==> src/rtl/rgb_fade_pwm.sv <==
// rgb_fade_pwm -- single-colour fading PWM source for the RGB LED driver.
//
// A brightness target arrives over a valid/ready handshake. The current
// level slews one LSB toward it every P_STEP_PERIODS PWM periods, and the
// PWM duty is shadowed so it only changes on a period boundary.
//
// Optional feature: define RGB_FADE_PWM_GAMMA_EN to map the level through a
// square-law curve, duty = (L*L + 255) >> 8, before it reaches the PWM
// comparator. Undefined (default): duty = level, no multiplier.
//
// Parameters:
//   P_PRESCALE      system clocks per PWM counter tick (>=1)
//   P_STEP_PERIODS  PWM periods per one-LSB level step (>=1)
// Ports:
//   i_clk          system clock
//   i_rst_n        asynchronous active-low reset
//   i_target[7:0]  requested brightness level
//   i_valid        i_target is valid
//   o_ready        block can accept a new target (IDLE)
//   o_level[7:0]   current slewed brightness level
//   o_period_end   one-cycle pulse following the last tick of each period
//   o_led          registered PWM output
module rgb_fade_pwm #(
   parameter int P_PRESCALE     = 94,
   parameter int P_STEP_PERIODS = 4
) (
   input  logic       i_clk,
   input  logic       i_rst_n,
   input  logic [7:0] i_target,
   input  logic       i_valid,
   output logic       o_ready,
   output logic [7:0] o_level,
   output logic       o_period_end,
   output logic       o_led
);

   localparam int PS_W = (P_PRESCALE > 1) ? $clog2(P_PRESCALE) : 1;
   localparam int ST_W = (P_STEP_PERIODS > 1) ? $clog2(P_STEP_PERIODS) : 1;
   localparam logic [PS_W-1:0] PS_MAX = PS_W'(P_PRESCALE - 1);
   localparam logic [ST_W-1:0] ST_MAX = ST_W'(P_STEP_PERIODS - 1);

   typedef enum logic {IDLE, FADE} state_e;

   state_e          state_q, state_d;
   logic [PS_W-1:0] presc_q, presc_d;
   logic [7:0]      pwm_cnt_q, pwm_cnt_d;
   logic [ST_W-1:0] step_q, step_d;
   logic [7:0]      level_q, level_d;
   logic [7:0]      target_q, target_d;
   logic [7:0]      duty_q, duty_d;
   logic            led_q, led_d;
   logic            pe_q;
   logic            tick;
   logic            period_end;
   logic [7:0]      duty_f;

   // Timebase: prescaler -> tick -> 8-bit PWM counter.
   always_comb begin
      tick       = (presc_q == PS_MAX);
      presc_d    = tick ? '0 : presc_q + PS_W'(1);
      pwm_cnt_d  = tick ? pwm_cnt_q + 8'd1 : pwm_cnt_q;
      period_end = tick && (pwm_cnt_q == 8'hFF);
   end

   // Level-to-duty mapping.
`ifdef RGB_FADE_PWM_GAMMA_EN
   logic [15:0] sq;
   always_comb begin
      sq     = 16'(level_q) * 16'(level_q);
      // +255 rounds up so any non-zero level still lights the LED.
      duty_f = 8'((sq + 16'd255) >> 8);
   end
`else
   always_comb duty_f = level_q;
`endif

   // Duty only reloads at the period boundary, so a period is never split
   // between two duty values. It takes the pre-step level on purpose.
   always_comb begin
      duty_d = period_end ? duty_f : duty_q;
      led_d  = (pwm_cnt_q < duty_q);
   end

   // Handshake and slewing FSM.
   always_comb begin
      state_d  = state_q;
      target_d = target_q;
      step_d   = step_q;
      level_d  = level_q;
      case (state_q)
         IDLE: begin
            // Acceptance takes priority over any coincident period_end.
            if (i_valid) begin
               target_d = i_target;
               step_d   = '0;
               if (i_target != level_q) state_d = FADE;
            end
         end
         FADE: begin
            if (period_end) begin
               if (step_q == ST_MAX) begin
                  step_d  = '0;
                  // level_q != target_q holds throughout FADE, so this
                  // never overshoots or wraps.
                  level_d = (level_q < target_q) ? level_q + 8'd1 : level_q - 8'd1;
                  if (level_d == target_q) state_d = IDLE;
               end else begin
                  step_d = step_q + ST_W'(1);
               end
            end
         end
         default: state_d = IDLE;
      endcase
   end

   always_ff @(posedge i_clk or negedge i_rst_n) begin
      if (!i_rst_n) begin
         state_q   <= IDLE;
         presc_q   <= '0;
         pwm_cnt_q <= '0;
         step_q    <= '0;
         level_q   <= '0;
         target_q  <= '0;
         duty_q    <= '0;
         led_q     <= 1'b0;
         pe_q      <= 1'b0;
      end else begin
         state_q   <= state_d;
         presc_q   <= presc_d;
         pwm_cnt_q <= pwm_cnt_d;
         step_q    <= step_d;
         level_q   <= level_d;
         target_q  <= target_d;
         duty_q    <= duty_d;
         led_q     <= led_d;
         pe_q      <= period_end;
      end
   end

   assign o_ready      = (state_q == IDLE);
   assign o_level      = level_q;
   assign o_period_end = pe_q;
   assign o_led        = led_q;

endmodule
==> config.mk <==
export PLATFORM = sky130hd
export DESIGN_NAME = rgb_fade_pwm
export DESIGN_NICKNAME = d
export VERILOG_FILES = /design/src/rtl/rgb_fade_pwm.sv
export SDC_FILE = /design/constraint.sdc
export NUM_CORES = 1
export LEC_CHECK = 0
export CORE_ASPECT_RATIO = 1.2
export CORE_UTILIZATION = 60
export CTS_CLUSTER_DIAMETER = 80
export DETAILED_ROUTE_END_ITERATION = 16
export PLACE_DENSITY_LB_ADDON = 0.05
export SKIP_LAST_GASP = 1
export SLEW_MARGIN = 20
export SYNTH_ARGS = -nofsm -noshare
export SYNTH_HDL_FRONTEND = slang
export SYNTH_SLANG_ARGS = --single-unit
==> constraint.sdc <==
create_clock -name i_clk -period 8.95 [get_ports i_clk]
set_input_delay 1.79 -clock i_clk [delete_from_list [all_inputs] [get_ports i_clk]]
set_output_delay 1.79 -clock i_clk [all_outputs]
set_load 0.01 [all_outputs]
==> results.py <==
metrics = {
    "clock_tree": {
        "tritoncts": "done",
        "ctsLongestPathBuffers": 2,
        "clock_latency_ps": 300,
        "post_cts_resize_count": 0,
        "numCtsBuffers": 5,
        "clk_pin_slew_ps": 80,
        "ctsHoldBuffers": 0,
        "cts_setup_buffers": 0,
        "numClockSinks": 44,
        "htreeDepth": 2,
        "root_buffer": "clkbuf_8",
    },
    "sta": {
        "finalCriticalPeriod_ps": 3780,
        "maxSlewHeadroom_pct": 32.3,
        "rsz0062_at_grt": "false",
        "setup_viol": 0,
        "holdWs_ps": 503,
        "fin_crit_sh_pct": 42.3,
        "drv_slew": 0,
        "final_hold_viol_count": 0,
        "fin_setup_tns_ps": 0,
        "tightest_slew_ps": 1010,
        "fin_worst_skew_ps": 5.32,
        "fmaxAchievable_mhz": 264,
    },
    "layout": {
        "instances_no_fill": 325,
        "antenna_cells": 0,
        "fillers": 297,
        "syn_to_final_growth_pct": 14.0,
        "finalNetCount": 310,
        "drive_above_1_share_pct": 7.75,
        "post-route-util_pct": 72.8,
    },
    "setup_path": {
        "reg2reg_slack_ps": 5170,
        "rr_worst_depth": 10,
        "cp_num_buf_inv": 0,
        "worstReg2RegStart": "o_level[6]$_DFFE_PN0P_",
        "worst_r2r_endpoint": "state_q$_DFF_PN0_",
        "crit_family": "compound AO/OA/AOI/OAI gates",
        "arrival_ps": 3950,
        "cp-startpoint": "o_level[6]$_DFFE_PN0P_",
        "crit_path_max_fanout": 11,
        "crit_chain": "ha_1 > a2111oi_0 > a31oi_2 > fa_1 > xnor2_1 > xnor2_1 > nor3_1 > o21ai_0 > a2111oi_2 > a41oi_1",
        "crit_path_top_delay_cell": "a2111oi_0",
        "cp-endpoint": "state_q$_DFF_PN0_",
        "max_stage_delay_ps": 620,
        "start_kind": "register",
        "required_ps": 9120,
        "crit_top_cell": "xnor2_1",
        "critical_path_class": "reg2reg",
        "cp-end-kind": "register",
        "crit_cells": 10,
    },
    "global_routing": {
        "grtUsageTotal_pct": 24.5,
        "antenna_found_initial": 0,
        "grt_pass1_wl_um": 8050,
        "grt_overflow": 0,
        "grt_pass1_vias": 1776,
        "grt_max_degree": 45,
    },
    "flow_run": {
        "maxCapViolations": 0,
    },
    "logic_synthesis": {
        "yosysSeqAreaShare_pct": 42.8,
        "synthCells": 247,
        "syn_area_per_cell_sq_um": 10.4,
        "synth_edf_count": 0,
        "synth-async-reset-ratio_pct": 100,
        "yosysTopAreaCellShare_pct": 42.8,
        "synthFlopType": "dfrtp_1",
        "synth_cell_types": 42,
        "yosysWarnings": 0,
        "ys_seq_elements": 44,
        "syn-num-nets": 287,
        "syn_area_sq_um": 2570,
        "synth_top_area_cell": "dfrtp_1",
        "synth_area_leaders": "dfrtp_1 (43%), ha_1 (14%), xnor2_1 (6.5%), xor2_1 (5.8%), o21ai_0 (3.9%)",
    },
    "die": {
        "die_h_um": 73.8,
        "start_util_pct": 63.8,
        "fp-row-count": 25,
        "die_area_sq_um": 4560,
        "io_pins": 22,
        "coreArea_sq_um": 4040,
        "die_w_um": 61.8,
    },
    "place": {
        "place.gp.congestion": 0.829,
        "hpwl_um": 3550,
        "io_buffers": 21,
        "dp_cells": 317,
    },
    "run_status": {
        "status": "complete, no violations",
    },
    "power": {
        "ir_worst_vdd_v": 0.0000853,
        "p_per_area_nw_per_um2": 134,
        "total_leakage_power_nw": 1.38,
    },
    "route": {
        "firstDrtPassIters": 4,
        "drtAntennaViolNets": 0,
        "post_drt_wl_per_cell_um": 15.0,
        "drt_iter0_drc": 73,
        "vias": 1794,
        "via_per_inst": 5.52,
        "drt-total-wl_um": 4870,
        "drc": 0,
    },
    "min_path": {
        "min_path_type": "reg2reg",
    },
}
-- worst reg2reg max path, cell delays in order (launching register included) --
cell	delay, ps
dfrtp_1	470
ha_1	350
a2111oi_0	620
a31oi_2	450
fa_1	530
xnor2_1	240
xnor2_1	90
nor3_1	210
o21ai_0	160
a2111oi_2	360
a41oi_1	160
-- metrics by stage --
step / power [mW] / worst slack, ps / area [sq um]
3_3_place_gp: 0.245 / 5190 / 2820
6_report: 0.394 / 5170 / 2940
5_1_grt: 0.408 / 4980 / 2940
2_1_floorplan: 0.231 / 5740 / 2570
4_1_cts: 0.397 / 5120 / 2930
3_5_place_dp: 0.246 / 5120 / 2820
-- registers in the layout, summed over array words and instances, names as in the netlist --
| register | count |
|---|---|
| presc_q | 7 |
| state_q | 1 |
| pwm_cnt_q | 8 |
| o_level | 8 |
| duty_q | 8 |
| o_led | 1 |
| o_period_end | 1 |
| target_q | 8 |
| step_q | 2 |
-- synthesized netlist by cell type (all sizes together) (5+ instances only) --
master	number
nor2	10
ha	28
o21ai	21
mux2	7
a21oi	6
xnor2	19
inv	17
dfrtp	44
nand2	26
nand3	9
xor2	17
a21o	5
-- cell usage in the layout (no fill, tap or decap), types with 6 or more instances in the layout --
cell type        count
dfrtp_1             44
ha_1                28
nand2_1             25
o21ai_0             20
clkdlybuf4s50_1     20
xnor2_1             19
inv_1               17
xor2_1              17
nor2_1               9
nand3_1              8
a21oi_1              6
mux2_2               6
-- logic make-up after synthesis --
family                     after synthesis  share of synthesized area [%]
adders and majority gates               29                           14.4
AOI/OAI and AO/OA                       44                           10.9
muxes                                    9                           3.84
xor gates and xnor gates                36                           12.2
and+or+nand+nor                         63                           12.3
buffers and inverters                   22                           3.55
DFF                                     44                           42.8
-- power by group --
group          switching [mW]  internal (mW)
clock network          0.0687         0.0829
logic                  0.0189         0.0148
registers             0.00422          0.205
-- final cells by class --
type	count	area [sq um]	share of cell area, %
Clock buffer	6	72.6	2.47
Tap cell	54	67.6	2.30
Inverter	17	63.8	2.17
Clock inverter	2	35.0	1.19
Timing Repair Buffer	21	208	7.07
Sequential cell	44	1100	37.5
Multi-Input combinational cell	181	1390	47.3
-- layer usage --
layer | up-vias | global-route usage, % | wire length (um)
met2 | 27 | 41.2 | 2480
li1 | 894 | - | -
met3 | 9 | 4.93 | 108
met5 | - | 0 | 0
met1 | 864 | 30.9 | 2190
met4 | 0 | 8.40 | 97
-- how the worst min path moves through the flow --
stage | from | to | cells after the start
2_1_floorplan | presc_q[0]$_DFF_PN0_ | presc_q[0]$_DFF_PN0_ | 1
6_report | presc_q[0]$_DFF_PN0_ | presc_q[0]$_DFF_PN0_ | 1
4_1_cts | presc_q[0]$_DFF_PN0_ | presc_q[0]$_DFF_PN0_ | 1
3_5_place_dp | presc_q[0]$_DFF_PN0_ | presc_q[0]$_DFF_PN0_ | 1
5_1_grt | presc_q[0]$_DFF_PN0_ | presc_q[0]$_DFF_PN0_ | 1
3_3_place_gp | presc_q[0]$_DFF_PN0_ | presc_q[0]$_DFF_PN0_ | 1
Note: power is estimated with default switching activity, not from simulation.
